`config.mk`:
```
export PLATFORM = sky130hd
export DESIGN_NAME = encode_modrm_sib
export DESIGN_NICKNAME = d
export VERILOG_FILES = /design/src/rtl/encode_modrm_sib.sv
export SDC_FILE = /design/constraint.sdc
export NUM_CORES = 1
export LEC_CHECK = 0
export CORE_ASPECT_RATIO = 0.6
export CORE_MARGIN = 1
export CORE_UTILIZATION = 30
export CTS_BUF_LIST = sky130_fd_sc_hd__clkbuf_4 sky130_fd_sc_hd__clkbuf_8
export CTS_CLUSTER_DIAMETER = 50
export CTS_CLUSTER_SIZE = 10
export DETAILED_ROUTE_END_ITERATION = 8
export PLACE_DENSITY = 0.57
export SETUP_SLACK_MARGIN = 0.5
export SLEW_MARGIN = 20
export SYNTH_ARGS = -nofsm -noshare
export SYNTH_HDL_FRONTEND = slang
export SYNTH_SLANG_ARGS = --single-unit
export TNS_END_PERCENT = 5
```
`constraint.sdc`:
```
create_clock -name clock -period 1.6 [get_ports clock]
set_input_delay 0.32 -clock clock [delete_from_list [all_inputs] [get_ports clock]]
set_output_delay 0.32 -clock clock [all_outputs]
set_load 0.02 [all_outputs]
```
`src/rtl/encode_modrm_sib.sv`:
```
// 80386 32-bit memory operand encoder: {base,index,scale,disp,reg} -> ModR/M, optional SIB, 0/1/4 disp bytes.
// ModR/M appears the cycle after acceptance; each byte holds until out_ready, one request in flight at a time.
module encode_modrm_sib #(
  parameter bit SHORT_DISP_EN = 1'b1
) (
  input  logic        clock,
  input  logic        reset_n,
  input  logic        req_valid,
  output logic        req_ready,
  input  logic [2:0]  req_reg,
  input  logic        req_base_en,
  input  logic [2:0]  req_base,
  input  logic        req_index_en,
  input  logic [2:0]  req_index,
  input  logic [1:0]  req_scale,
  input  logic [31:0] req_disp,
  output logic        out_valid,
  input  logic        out_ready,
  output logic [7:0]  out_data,
  output logic        out_last,
  output logic        err
);

  typedef enum logic [2:0] {S_IDLE, S_MODRM, S_SIB, S_DISP, S_ERR} state_t;

  state_t      state_q, state_d;
  logic        alive_q;
  logic [7:0]  modrm_q, modrm_d;
  logic [7:0]  sib_q, sib_d;
  logic [31:0] disp_q, disp_d;
  logic        has_sib_q, has_sib_d;
  logic        has_disp_q, has_disp_d;
  logic [1:0]  dlast_q, dlast_d;
  logic [1:0]  cnt_q, cnt_d;

  logic        illegal;
  logic        disp_zero;
  logic        disp_short;
  logic        f_use_sib;
  logic        f_has_disp;
  logic [1:0]  f_mod;
  logic [1:0]  f_dlast;
  logic [2:0]  f_rm;
  logic [7:0]  f_sib;

  // Form selection from the live request; only sampled on acceptance.
  always_comb begin
    illegal    = req_index_en && (req_index == 3'b100);
    disp_zero  = (req_disp == 32'd0);
    disp_short = SHORT_DISP_EN && ((&req_disp[31:7]) || !(|req_disp[31:7]));
    f_use_sib  = 1'b0;
    f_has_disp = 1'b0;
    f_mod      = 2'b00;
    f_dlast    = 2'd0;
    f_rm       = req_base;
    f_sib      = 8'h00;
    if (!req_base_en) begin
      // Absolute or index-only: mod=00 with rm/SIB-base 101 means disp32 with no base.
      f_use_sib  = req_index_en;
      f_rm       = req_index_en ? 3'b100 : 3'b101;
      f_sib      = {req_scale, req_index, 3'b101};
      f_has_disp = 1'b1;
      f_dlast    = 2'd3;
    end else begin
      f_use_sib = req_index_en || (req_base == 3'b100);
      f_rm      = f_use_sib ? 3'b100 : req_base;
      f_sib     = {req_index_en ? req_scale : 2'b00,
                   req_index_en ? req_index : 3'b100,
                   req_base};
      if (disp_zero && (req_base != 3'b101)) begin
        f_mod = 2'b00;
      end else if (disp_zero || disp_short) begin
        // EBP base cannot use mod=00, so a zero disp still needs a disp8.
        f_mod      = 2'b01;
        f_has_disp = 1'b1;
        f_dlast    = 2'd0;
      end else begin
        f_mod      = 2'b10;
        f_has_disp = 1'b1;
        f_dlast    = 2'd3;
      end
    end
  end

  always_comb begin
    state_d    = state_q;
    modrm_d    = modrm_q;
    sib_d      = sib_q;
    disp_d     = disp_q;
    has_sib_d  = has_sib_q;
    has_disp_d = has_disp_q;
    dlast_d    = dlast_q;
    cnt_d      = cnt_q;
    req_ready  = (state_q == S_IDLE) && alive_q;
    out_valid  = 1'b0;
    out_data   = 8'h00;
    out_last   = 1'b0;
    err        = 1'b0;
    case (state_q)
      S_IDLE: begin
        if (req_valid && req_ready) begin
          if (illegal) begin
            state_d = S_ERR;
          end else begin
            state_d    = S_MODRM;
            modrm_d    = {f_mod, req_reg, f_rm};
            sib_d      = f_sib;
            disp_d     = req_disp;
            has_sib_d  = f_use_sib;
            has_disp_d = f_has_disp;
            dlast_d    = f_dlast;
            cnt_d      = 2'd0;
          end
        end
      end
      S_MODRM: begin
        out_valid = 1'b1;
        out_data  = modrm_q;
        out_last  = !has_sib_q && !has_disp_q;
        if (out_ready) begin
          state_d = has_sib_q ? S_SIB : (has_disp_q ? S_DISP : S_IDLE);
        end
      end
      S_SIB: begin
        out_valid = 1'b1;
        out_data  = sib_q;
        out_last  = !has_disp_q;
        if (out_ready) begin
          state_d = has_disp_q ? S_DISP : S_IDLE;
        end
      end
      S_DISP: begin
        out_valid = 1'b1;
        out_last  = (cnt_q == dlast_q);
        case (cnt_q)
          2'd0:    out_data = disp_q[7:0];
          2'd1:    out_data = disp_q[15:8];
          2'd2:    out_data = disp_q[23:16];
          default: out_data = disp_q[31:24];
        endcase
        if (out_ready) begin
          if (out_last) begin
            state_d = S_IDLE;
          end else begin
            cnt_d = cnt_q + 2'd1;
          end
        end
      end
      S_ERR: begin
        err     = 1'b1;
        state_d = S_IDLE;
      end
      default: state_d = S_IDLE;
    endcase
  end

  always_ff @(posedge clock or negedge reset_n) begin
    if (!reset_n) begin
      state_q    <= S_IDLE;
      alive_q    <= 1'b0;
      modrm_q    <= 8'h00;
      sib_q      <= 8'h00;
      disp_q     <= 32'd0;
      has_sib_q  <= 1'b0;
      has_disp_q <= 1'b0;
      dlast_q    <= 2'd0;
      cnt_q      <= 2'd0;
    end else begin
      state_q    <= state_d;
      alive_q    <= 1'b1;
      modrm_q    <= modrm_d;
      sib_q      <= sib_d;
      disp_q     <= disp_d;
      has_sib_q  <= has_sib_d;
      has_disp_q <= has_disp_d;
      dlast_q    <= dlast_d;
      cnt_q      <= cnt_d;
    end
  end

endmodule

```
==> results of run 1 <==
==> sequential cells by signal, indices dropped and copies added, names as in the netlist <==
signal,cells
has_disp_q,1
modrm_q,8
dlast_q,1
has_sib_q,1
cnt_q,2
alive_q,1
disp_q,32
sib_q,8
state_q,3
==> synth_stat cells (all sizes together) <==
| cell type | number |
|---|---|
| inv | 6 |
| a222oi | 8 |
| nand3 | 12 |
| clkbuf | 11 |
| nor3 | 4 |
| mux2i | 1 |
| a22o | 1 |
| a221oi | 1 |
| o22a | 1 |
| o211ai | 9 |
| nand4 | 7 |
| nor4 | 7 |
| a311oi | 1 |
| buf | 6 |
| a21oi | 10 |
| nand2 | 45 |
| a31o | 1 |
| o21ai | 6 |
| o31ai | 3 |
| or3 | 1 |
| dfrtp | 57 |
| or4 | 1 |
| ha | 4 |
| nor2b | 6 |
| o22ai | 1 |
| mux2 | 33 |
| o21a | 1 |
| a31oi | 1 |
| a21o | 1 |
| nand2b | 3 |
| and3 | 1 |
| conb | 1 |
| a32oi | 1 |
| nor2 | 11 |
| nor4b | 1 |
| and2 | 2 |
| a22oi | 8 |
==> routing by layer <==
layer,vias to the layer above,track usage,routed length [um]
met5,-,0,0
met4,0,0.04941,73
met3,9,0.06069,588
met2,72,0.2310,3291
met1,1229,0.2746,4271
li1,1248,-,-
==> stage by stage <==
stage / TNS (ns) / power, mW / cells / area, um^2
finish: -12.55 / 7.458 / 530 / 4427
global route: -20.63 / 7.968 / 530 / 4427
CTS: -13.34 / 7.314 / 530 / 4344
detailed placement: -23.37 / 5.915 / 513 / 4121
global placement: -22.12 / 5.858 / 513 / 4121
floorplan: -6.653 / 4.408 / 274 / 2898
==> cell type report <==
| cell class | count | area, um^2 | area share |
|---|---|---|---|
| Clock inverter | 2 | 35.03 | 0.007914 |
| Inverter | 6 | 25.02 | 0.005653 |
| Timing Repair Buffer | 127 | 1144 | 0.2583 |
| Tap cell | 130 | 162.7 | 0.03674 |
| Clock buffer | 14 | 180.2 | 0.04070 |
| Multi-Input combinational cell | 194 | 1453 | 0.3282 |
| Sequential cell | 57 | 1428 | 0.3225 |
==> timing repair <==
action / CTS / global route
cloned: 0 / 0
pin swaps: 12 / 14
buffers inserted: 0 / 0
resized for setup: 61 / 19
endpoints found under the setup margin: 68 / 68
hold endpoints to repair: 57 / 0
hold buffers: 1 / 0
==> power by group through the flow <==
| stage | sequential, mW | combinational, mW | clock [mW] |
|---|---|---|---|
| after floorplan | 2.42 | 1.99 | 0 |
| after CTS | 2.54 | 3.29 | 1.48 |
| after global placement | 2.56 | 3.30 | 0 |
| after global routing | 2.65 | 3.77 | 1.55 |
| after detailed placement | 2.56 | 3.35 | 0 |
| final | 2.58 | 3.44 | 1.45 |
==> worst min-delay path, cell delays in order (launching register included) <==
cell and delay [ns]:
dfrtp_1 0.34, nand2_1 0.05, nand2_1 0.06
==> worst paths after layout <==
path                               endpoint  startpoint  slack, ns  cells after the start
max in group asynchronous         disp_q[6]     reset_n       0.82                      3
worst max-delay path            out_data[2]    cnt_q[1]      -0.58                      7
worst min-delay path               sib_q[4]    sib_q[4]       0.48                      2
min in group asynchronous           alive_q     reset_n       0.50                      3
worst min register to register     sib_q[4]    sib_q[4]       0.48                      2
worst max register to register   disp_q[25]  state_q[1]      -0.24                      6
==> kinds of logic (layout without fill, tap and decap cells) <==
group / count (synthesis) / in the layout / share of synthesized area
AOI/OAI and AO/OA: 54 / 54 / 0.1367
DFF: 57 / 57 / 0.4978
buffers and inverters: 23 / 149 / 0.03493
other: 1 / 1 / 0.001309
and+or+nand+nor: 101 / 101 / 0.1786
adders and majority gates: 4 / 4 / 0.01747
muxes: 34 / 34 / 0.1332
==> impl_metrics.toml, run 1 <==
[run_status]
status = "complete, but fails checks"
violations = "setup timing"

[global_routing]
grt_pass1_vias = 2550
grt_max_degree = 58
grt.total_usage = 0.1789
antenna_found_initial = 0
grt_pass1_wl_mm = 13.34
grt_remaining_overflow = 0

[synthesis]
yosysTopAreaCell = "dfrtp_1"
synth_cell_types = 42
netlist_area_um2 = 2865
syn-instance-count = 274
synth_top_area_share = 0.4978
synth_nets = 327
synth_area_leaders = "dfrtp_1 50%, mux2_2 13%, nand2_1 5.9%"
synth_seq_cells = 57
ys_warn_count = 0
syn_area_per_cell_um2 = 10.46
ys_seq_area_frac = 0.4978

[die]
num_rows = 27
num_io_pins = 61
core_area_um2 = 9223
fp.dieW_um = 128.2
initial_core_util = 0.3107
die-area_um2 = 9958
die-height_um = 77.70

[routing]
vias_per_cell = 4.826
drc = 0
drt_iter0_markers = 198
ant_nets = 0
drtPass1Iterations = 5
drt-total-wl_mm = 8.223
wl_per_cell_um = 15.52
vias = 2558

[worst_setup_path]
required_ns = 1.28
cp_num_buf_inv = 2
cp.arrival_ns = 1.86
path_cells = "inv_2 -> ha_4 -> a222oi_1 -> nand2_1 -> o211ai_1 -> a21oi_2 -> buf_2"
critical_path_class = "flop to output port"
end_kind = "output port"
max_stage_delay_ns = 0.42
crit_fanout = 8
cpLargestDelayFamily = "compound AO/OA/AOI/OAI gates"
slowest_stage = "dfrtp_1"
startpoint_type = "flop"

[sta]
setup_viol = 66
min_period_ns = 2.183
timing.final.crit_share = 1.364
max_freq_mhz = 458.2
setup_slack_ns = -0.5827
rsz0062_at_grt = "yes"
fin_worst_skew_ns = 0.004934
finalHoldViolCount = 0
final-max-slew-violation-count = 0
whs_ns = 0.4752

[job]
max_cap_violations = 0

[cells_and_area]
synthToLayoutAreaGrowth_pct = 54.50
drive_gt1_frac = 0.3850
final_core_util = 0.4800
antenna_cells = 0
nNetsFinal = 448
fillers = 898
final_cell_mix = "63 x buf_4, 56 x dfrtp_1, 46 x clkdlybuf4s50_1, 44 x nand2_1, 32 x mux2_2"
final_common_cell = "buf_4"

[worst_hold_path]
hp-class = "flop to flop"

[pwr]
power_leakage_nw = 1.962
p_sw_mw = 2.657
ir_drop_uv = 789.8
p_per_area_nw_per_um2 = 1685
share_comb_of_total_power = 0.461
seq_power_share = 0.345
pwr-share-clk = 0.194
switching_share = 0.3563
p_int_mw = 4.801

[placement]
numPortBuffers = 60
globalplace.congestion = 0.8338
preCtsSetupSlack_ns = -0.6985
hpwl_mm = 6.241

[clock_network]
clk_pin_slew_ns = 0.06
cts.sinks = 57
numCtsBuffers = 9
cts_tree = "done"
clk_path_buf_depth = 2
clkLatencyLatePin_ns = 0.34
clock_tree.root_cell = "clkbuf_8"
h-tree-depth = 3
No activity file was read; power rests on OpenSTA's default activity.
==> inputs of run 2 (changes only) <==
Clock period 1.6 ns to 1.8 ns, I/O delays scaled along.
==> run 2 against run 1 <==
  * Critical path depth is 1 higher
  * Critical path type unchanged
  * Routed wire length increased by 0.90%
  * Combinational power decreased by 14%
  * Final cell count fell by 1.1%
  * Cell area fell by 1.9%
  * The flow still finishes with violations (setup timing)
  * Sequential share of layout area up 0.66 points
  * Via count grew 0.39%
  * Register-to-register slack improved by 0.20 ns
  * Clock skew grew 0.0010 ns
==> impl_metrics.toml, run 2 (synthesized netlist as in run 1, its figures left out) <==
[run_status]
status = "complete, but fails checks"
violations = "setup timing"

[worst_setup_path]
rr_endpoint = "disp_q[15]"
cp-endpoint = "out_data[2]"
required_ns = 1.44
startpoint_type = "flop"
cp.arrival_ns = 1.87
reg2reg_depth = 6
end_kind = "output port"
crit_fanout = 8
crit_start = "cnt_q[1]"
rr_startpoint = "state_q[1]"
r2r_slack_ns = -0.04
critical_path_class = "flop to output port"

[clock_network]
h-tree-depth = 3
numCtsBuffers = 9
cts_setup_buffers = 0
clkLatencyLatePin_ns = 0.34
cts_tree = "done"
clock_tree.root_cell = "clkbuf_8"
clk_path_buf_depth = 2
cts.sinks = 57
clk_pin_slew_ns = 0.06

[placement]
numPortBuffers = 60
dp_cells = 509
hpwl_mm = 6.342
globalplace.congestion = 0.8186

[routing]
drtPass1Iterations = 8
drc = 0
drt-total-wl_mm = 8.297
ant_nets = 0
wl_per_cell_um = 15.83
vias_per_cell = 4.901
vias = 2568
drt_iter0_markers = 141

[die]
fp.dieW_um = 128.2
core_area_um2 = 9223
die-height_um = 77.70
num_rows = 27
initial_core_util = 0.3107
num_io_pins = 61
die-area_um2 = 9958

[pwr]
p_sw_mw = 2.299
p_int_mw = 4.029
seq_power_share = 0.362
p_per_area_nw_per_um2 = 1458
ir_drop_uv = 736.8
share_comb_of_total_power = 0.469
pwr-share-clk = 0.170
switching_share = 0.3633
power.total_mw = 6.328
power_leakage_nw = 1.911

[cells_and_area]
largest_reg_flops = 32
top_register = "disp_q"
synthToLayoutAreaGrowth_pct = 51.53
fin_cells = 524
reg_top3 = "disp_q: 32 flops, modrm_q: 8 flops, sib_q: 8 flops"
nNetsFinal = 444
drive_gt1_frac = 0.3756
antenna_cells = 0
final_core_util = 0.4708
final_cell_mix = "61 x buf_4, 55 x dfrtp_1, 47 x clkdlybuf4s50_1, 45 x nand2_1, 33 x mux2_2"
final_common_cell = "buf_4"

[global_routing]
grt_pass1_vias = 2530
grt.total_usage = 0.1787
grt_pass1_wl_mm = 13.34
antenna_found_initial = 0
grt_max_degree = 28
grt_remaining_overflow = 0

[sta]
setup_slack_ns = -0.4308
final-max-slew-violation-count = 0
finalHoldViolCount = 0
rsz0062_at_grt = "yes"
timing.final.crit_share = 1.239
setup_viol = 34
min_period_ns = 2.231
fin_worst_skew_ns = 0.005942
whs_ns = 0.4723
max_freq_mhz = 448.3

[job]
max_cap_violations = 0

[worst_hold_path]
hp-class = "flop to flop"
-- run 2: how the worst min path moves through the flow --
stage	endpoint	cells after the start	startpoint	slack, ns
floorplan	alive_q	0	reset_n	0.06
global placement	alive_q	1	reset_n	0.30
detailed placement	alive_q	1	reset_n	0.30
CTS	sib_q[7]	2	sib_q[7]	0.47
global route	has_sib_q	2	reset_n	0.49
finish	sib_q[3]	2	sib_q[3]	0.47
-- run 2: power by group through the flow --
stage | Combinational [mW] | Sequential, mW | Clock (mW)
2_1_floorplan | 1.77 | 2.15 | 0
3_3_place_gp | 2.87 | 2.27 | 0
3_5_place_dp | 2.92 | 2.28 | 0
4_1_cts | 2.85 | 2.27 | 1.11
5_1_grt | 3.25 | 2.36 | 1.17
6_report | 2.97 | 2.29 | 1.07
-- run 2: per-layer routing --
metal,GRT usage,vias to the layer above,part of all wire
met2,0.2446,78,0.40
met5,0,-,0
li1,-,1239,-
met3,0.06207,7,0.069
met4,0.04235,0,0.0061
met1,0.2645,1244,0.52
-- run 2: worst max-delay path: stages (launching register included) --
cell	delay, ns
dfrtp_1	0.41
inv_2	0.09
ha_4	0.16
buf_6	0.13
a222oi_1	0.29
nand2_1	0.09
o211ai_1	0.13
a21oi_2	0.09
buf_6	0.14
-- run 2: area by class of cell --
class | instances | area [um^2]
inverters | 6 | 22.52
repair buffers | 123 | 1110
flip-flops and latches | 57 | 1429
fillers | 856 | 4881
clock buffers | 14 | 173.9
multi-input cells | 194 | 1444
well taps | 130 | 162.7
-- run 2: repair_timing --
item	in CTS	in global routing
hold endpoints to repair	13	0
hold buffers	1	0
gates resized for setup	59	17
pin swaps	7	9
endpoints found under the setup margin	67	68
cloned	0	0
-- run 2: metrics by stage --
step	worst slack [ns]	cell area (um^2)	setup TNS (ns)
floorplan	-0.01668	2898	-0.3951
global placement	-0.4949	4091	-12.51
detailed placement	-0.5399	4091	-13.30
CTS	-0.4309	4272	-4.998
global route	-0.5405	4342	-8.121
finish	-0.4308	4342	-4.316
==> variant 1: new RTL, flow settings as in run 1 <==
Change the parameter `SHORT_DISP_EN` from 1'b1 to 1'b0.
--- a/src/rtl/encode_modrm_sib.sv
+++ b/src/rtl/encode_modrm_sib.sv
@@ -1,7 +1,7 @@
 // 80386 32-bit memory operand encoder: {base,index,scale,disp,reg} -> ModR/M, optional SIB, 0/1/4 disp bytes.
 // ModR/M appears the cycle after acceptance; each byte holds until out_ready, one request in flight at a time.
 module encode_modrm_sib #(
-  parameter bit SHORT_DISP_EN = 1'b1
+  parameter bit SHORT_DISP_EN = 1'b0
 ) (
   input  logic        clock,
   input  logic        reset_n,
Behaviour: not the same (a bounded check fails within 4 cycles, from zero or initial values and one cycle with reset_n low).
==> variant 1 against run 1 <==
- the run still ends with setup timing left
- final cell count is 9.1% higher
- synthesized area decreased by 1.6%
- core utilization rose by 0.38 points
- total power shrank 7.0%
- routed wire length grew 7.1%
- critical path depth did not move
- sequential cell count stayed put
- cell area fell by 3.6%
- worst setup slack lost 26 ps
- critical path type unchanged
- critical endpoint unchanged
- highest routed layer unchanged
==> variant 1: results (changes against run 1) <==
Clock Tree Buf Depth: 2 (unchanged)
Post-Syn Nets: 385 (+18%)
Synth Instances: 332 (+21%)
largest net degree at the start of global routing: 58 (unchanged)
hpwl dp: 6.57 mm (+5.3%)
clk_lat worst skew: 350 ps
peak supply drop: 0.000828 V (+4.8%)
root buf cell: clkbuf_8
most instantiated cells after synthesis: nand2_1, dfrtp_1, o21ai_0
DRT Pass-1 Iters: 5 (unchanged)
Synth cell types: 40 (-4.8%)
Placer Congestion: 0.849 (+1.8%)
CTS H-tree depth: 3 (unchanged)
CP max FO: 8 (unchanged)
Reg clk slew, reported paths: 70 ps
cell count after placement: 559 (+9.0%)
global-route wire length before repair: 14.8 mm (+11%)
via count: 2793 (+9.2%)
Final nets: 500 (+12%)
fraction of layout cells with a size suffix above 1: 25.7% (-13 points)
Regs by FF count: disp_q: 32 flops, modrm_q: 8 flops, sib_q: 8 flops
final worst slack: -608 ps (-25.7 ps)
Post-Route WL: 8.81 mm (+7.1%)
Detailed Route Iter0 Violations: 191 (-3.5%)
Final setup viols: 62 (-6.1%)
Port Buffers: 60 (unchanged)
Met2 Wirelength: 3.39 mm (+2.9%)
status: complete, but fails checks
proportion of synthesized chip area in sequential cells: 50.6% (+0.80 points)
Ant. Diodes: 0 (unchanged)
dominant cells by area after synthesis: dfrtp_1, nand2_1, a222oi_1, o21ai_0, a22oi_1
initial antenna violation count: 0 (unchanged)
max layer used: met4
non-filler cells, final: 578 (+9.1%)
CP Data Arrival Time: 1890 ps (+30 ps)
violated checks: setup timing
P_leak: 2.05 nW (+4.7%)
Setup Skew: 10.9 ps (+5.94 ps)
gr usage total: 20.1% (+2.2 points)
wl on met1: 4.62 mm (+8.1%)
total CTS buffers: 9 (unchanged)
met3 WL: 726 µm (+23%)
yosys warns: 0 (unchanged)
dpl ws: -654 ps (+45.0 ps)
min-delay worst type: flip-flop to flip-flop
async set-reset flop share out of synthesis: 100% (unchanged)
variant 1: power breakdown:
| part | internal, mW | switching, mW |
|---|---|---|
| Sequential | 2.06 | 0.448 |
| Combinational | 1.51 | 1.70 |
| Clock | 0.614 | 0.602 |
variant 1: critical path: stages (launching register included):
cell and delay [ps]:
dfrtp_2 440, buf_6 130, ha_4 180, a222oi_1 340, nand2_1 100, o211ai_1 120
o21ai_2 100, buf_6 140
variant 1: area by class of cell:
cell class                      count  area [µm²]
Fill cell                         861        4550
Sequential cell                    57        1430
Multi-Input combinational cell    249        1370
Timing Repair Buffer              125        1110
Tap cell                          126         158
Clock buffer                       11         145
Clock inverter                      5        31.3
Inverter                            5        18.8
variant 1: what timing repair did:
item / in CTS / in global routing
setup endpoints to repair: 68 / 68
setup buffers: 2 / 0
pin swaps: 9 / 8
hold endpoints to repair: 57 / 0
hold buffers: 1 / 0
gates resized for setup: 60 / 17
variant 1: worst paths after layout:
check                      slack (ps)  cells after the start                    from                endpoint
max                              -610                      7    cnt_q[0]$_DFFE_PN0P_             out_data[2]
min                               480                      2   disp_q[0]$_DFFE_PN0P_   disp_q[0]$_DFFE_PN0P_
max reg2reg                      -140                      6  state_q[1]$_DFFE_PN0P_  has_disp_q$_DFFE_PN0P_
min reg2reg                       480                      2   disp_q[0]$_DFFE_PN0P_   disp_q[0]$_DFFE_PN0P_
max in group asynchronous         800                      3                 reset_n    cnt_q[0]$_DFFE_PN0P_
min in group asynchronous         500                      3                 reset_n  disp_q[22]$_DFFE_PN0P_
variant 1: layer usage:
| metal | global-route usage, % | vias to the layer above |
|---|---|---|
| met5 | 0 | - |
| met4 | 6.67 | 0 |
| met3 | 6.00 | 8 |
| met2 | 25.6 | 84 |
| met1 | 31.1 | 1332 |
| li1 | - | 1369 |
variant 1: logic make-up after synthesis:
family,after synthesis,share of synthesized area (%)
AOI/OAI and AO/OA,58,14.2
adders and majority gates,4,1.77
buffers and inverters,26,4.26
DFF,57,50.6
other,1,0.133
and+or+nand+nor,186,29.0
variant 1: per-stage QoR:
| stage | cell area, µm² | util [%] | setup TNS [ps] |
|---|---|---|---|
| floorplan | 2870 | - | -1500 |
| global placement | 4010 | 45.5 | -13640 |
| detailed placement | 4010 | 45.5 | -14380 |
| CTS | 4220 | 47.9 | -11670 |
| global route | 4270 | 48.4 | -15280 |
| finish | 4270 | 48.4 | -8420 |
==> variant 2: new RTL, config.mk and constraints of run 1 <==
Without the edit above. Register the output `err`, with the module's reset; this adds one clock of latency there. The other outputs are not delayed to match.
--- a/src/rtl/encode_modrm_sib.sv
+++ b/src/rtl/encode_modrm_sib.sv
@@ -22,6 +22,8 @@
 );
 
   typedef enum logic [2:0] {S_IDLE, S_MODRM, S_SIB, S_DISP, S_ERR} state_t;
+
+  logic err_d;
 
   state_t      state_q, state_d;
   logic        alive_q;
@@ -95,7 +97,7 @@
     out_valid  = 1'b0;
     out_data   = 8'h00;
     out_last   = 1'b0;
-    err        = 1'b0;
+    err_d      = 1'b0;
     case (state_q)
       S_IDLE: begin
         if (req_valid && req_ready) begin
@@ -147,7 +149,7 @@
         end
       end
       S_ERR: begin
-        err     = 1'b1;
+        err_d   = 1'b1;
         state_d = S_IDLE;
       end
       default: state_d = S_IDLE;
@@ -178,5 +180,13 @@
     end
   end
 
+  always_ff @(posedge clock or negedge reset_n) begin
+    if (!reset_n) begin
+      err <= '0;
+    end else begin
+      err <= err_d;
+    end
+  end
+
 endmodule
 
Behaviour: not the same (Yosys sat finds a counterexample within 4 cycles, from zero or initial values and one cycle with reset_n low).
==> variant 2 against run 1 <==
- synthesized area rose by 0.87%
- die area rose by 0.86%
- highest routed layer unchanged
- sequential share of layout area rose by 0.99 points
- hold slack improved by 2.0 ps
- clock power fell by 8%
- critical endpoint is now out_data[3]
- cell area fell by 1.4%
- core utilization fell by 0.82 points
- total power fell by 2.4%
- sequential cell count rose by 1
- worst setup slack got worse by 43 ps
- routed wire length rose by 2.5%
- the flow still finishes with violations (setup timing)
==> variant 2: results (changes against run 1) <==
status: complete, but fails checks
violated checks: setup timing
r2r startpoint: state_q[0]$_DFFE_PN0P_
Final nets: 446 (-0.45%)
drt wl/cell: 16.0 µm (+3.1%)
DRT Pass-1 Iters: 8 (+3)
proportion of synthesized chip area in sequential cells: 50.2% (+0.43 points)
gr usage total: 17.8% (-0.10 points)
P_leak: 1.95 nW (-0.65%)
Final setup viols: 65 (-1.5%)
most instantiated cells after synthesis: dfrtp_1, nand2_1, mux2_2
fraction of layout cells with a size suffix above 1: 36.5% (-2.0 points)
cell count after placement: 510 (-0.58%)
M2 GR Usage: 25.4% (+2.3 points)
Fillers: 904 (+0.67%)
hpwl dp: 6.39 mm (+2.4%)
HP Start: sib_q[5]$_DFFE_PN0P_
post-DR vias/cell: 4.84 (+0.29%)
dominant cells by area after synthesis: dfrtp_1, mux2_2, nand2_1, a222oi_1, o211ai_1
Detailed Route Iter0 Violations: 135 (-32%)
GR Util met3: 5.39% (-0.68 points)
Setup Skew: 4.83 ps (-0.105 ps)
largest net degree at the start of global routing: 59 (+1.7%)
syn avg cell area: 10.5 µm² (+0.51%)
final worst slack: -626 ps (-43.2 ps)
Placer Congestion: 0.837 (+0.37%)
[variant 2: changes by cell type after synthesis, sizes merged]
cell   before  now
dfrtp      57   58
[variant 2: cell type report]
type	count	share of cell area, %
clock inverter	3	0.917
tap	130	3.72
inverter	6	0.516
timing repair buffer	124	25.6
clock buffer	12	3.50
sequential	58	33.2
multi-input combinational	194	32.5
[variant 2: cell families (layout without fill, tap and decap cells)]
family	count (synthesis)	count (layout)	synth area share, %
adder cells (fa/ha/maj)	4	4	1.73
AND/OR/NAND/NOR	101	101	17.7
buffers and inverters	23	145	3.46
AO/OA/AOI/OAI	54	54	13.6
other	1	1	0.130
flip-flops	58	58	50.2
multiplexers	34	34	13.2
[variant 2: worst paths after layout]
check                                    endpoint  slack (ps)  cells past startpoint
max in group asynchronous    sib_q[7]$_DFFE_PN0P_         810                      3
setup reg to reg           disp_q[26]$_DFFE_PN0P_        -270                      6
hold reg to reg              sib_q[5]$_DFFE_PN0P_         480                      1
min in group asynchronous           err$_DFF_PN0_         510                      3
setup / recovery                      out_data[3]        -630                      7
hold / removal               sib_q[5]$_DFFE_PN0P_         480                      1
[variant 2: repair_timing]
action,4_1_cts,5_1_grt
gates resized for setup,66,3
setup buffers,1,0
endpoints found under the hold margin,58,0
setup endpoints to repair,68,68
hold buffers,1,0
pin swaps,19,8
gates cloned,0,0
[variant 2: metrics by stage]
| step | hold slack (ps) | TNS (ps) | instance area (µm²) |
|---|---|---|---|
| 2_1_floorplan | 24.4 | -6650 | 2920 |
| 3_3_place_gp | 347 | -21720 | 4120 |
| 3_5_place_dp | 345 | -23260 | 4120 |
| 4_1_cts | 482 | -15180 | 4350 |
| 5_1_grt | 491 | -20720 | 4370 |
| 6_report | 477 | -14730 | 4370 |
[variant 2: worst max-delay path, delay by kind of cell (launching register included)]
family                   cells  cell delay [ps]
buffers and inverters        2              300
adder cells (fa/ha/maj)      1              190
AO/OA/AOI/OAI                3              540
AND/OR/NAND/NOR              1              130
flip-flops                   1              410
[variant 2: power by group]
part / total [mW] / leakage [nW] / switching [mW] / internal [mW]
clock network: 1.34 / 0.103 / 0.553 / 0.782
logic: 3.34 / 1.14 / 1.63 / 1.71
registers: 2.61 / 0.709 / 0.465 / 2.14
total: 7.28 / 1.95 / 2.65 / 4.63
[variant 2: per-layer routing]
| layer | vias up | wire length, µm |
|---|---|---|
| met1 | 1224 | 4270 |
| met2 | 69 | 3530 |
| met5 | - | 0 |
| met4 | 0 | 116 |
| met3 | 12 | 512 |
| li1 | 1246 | - |
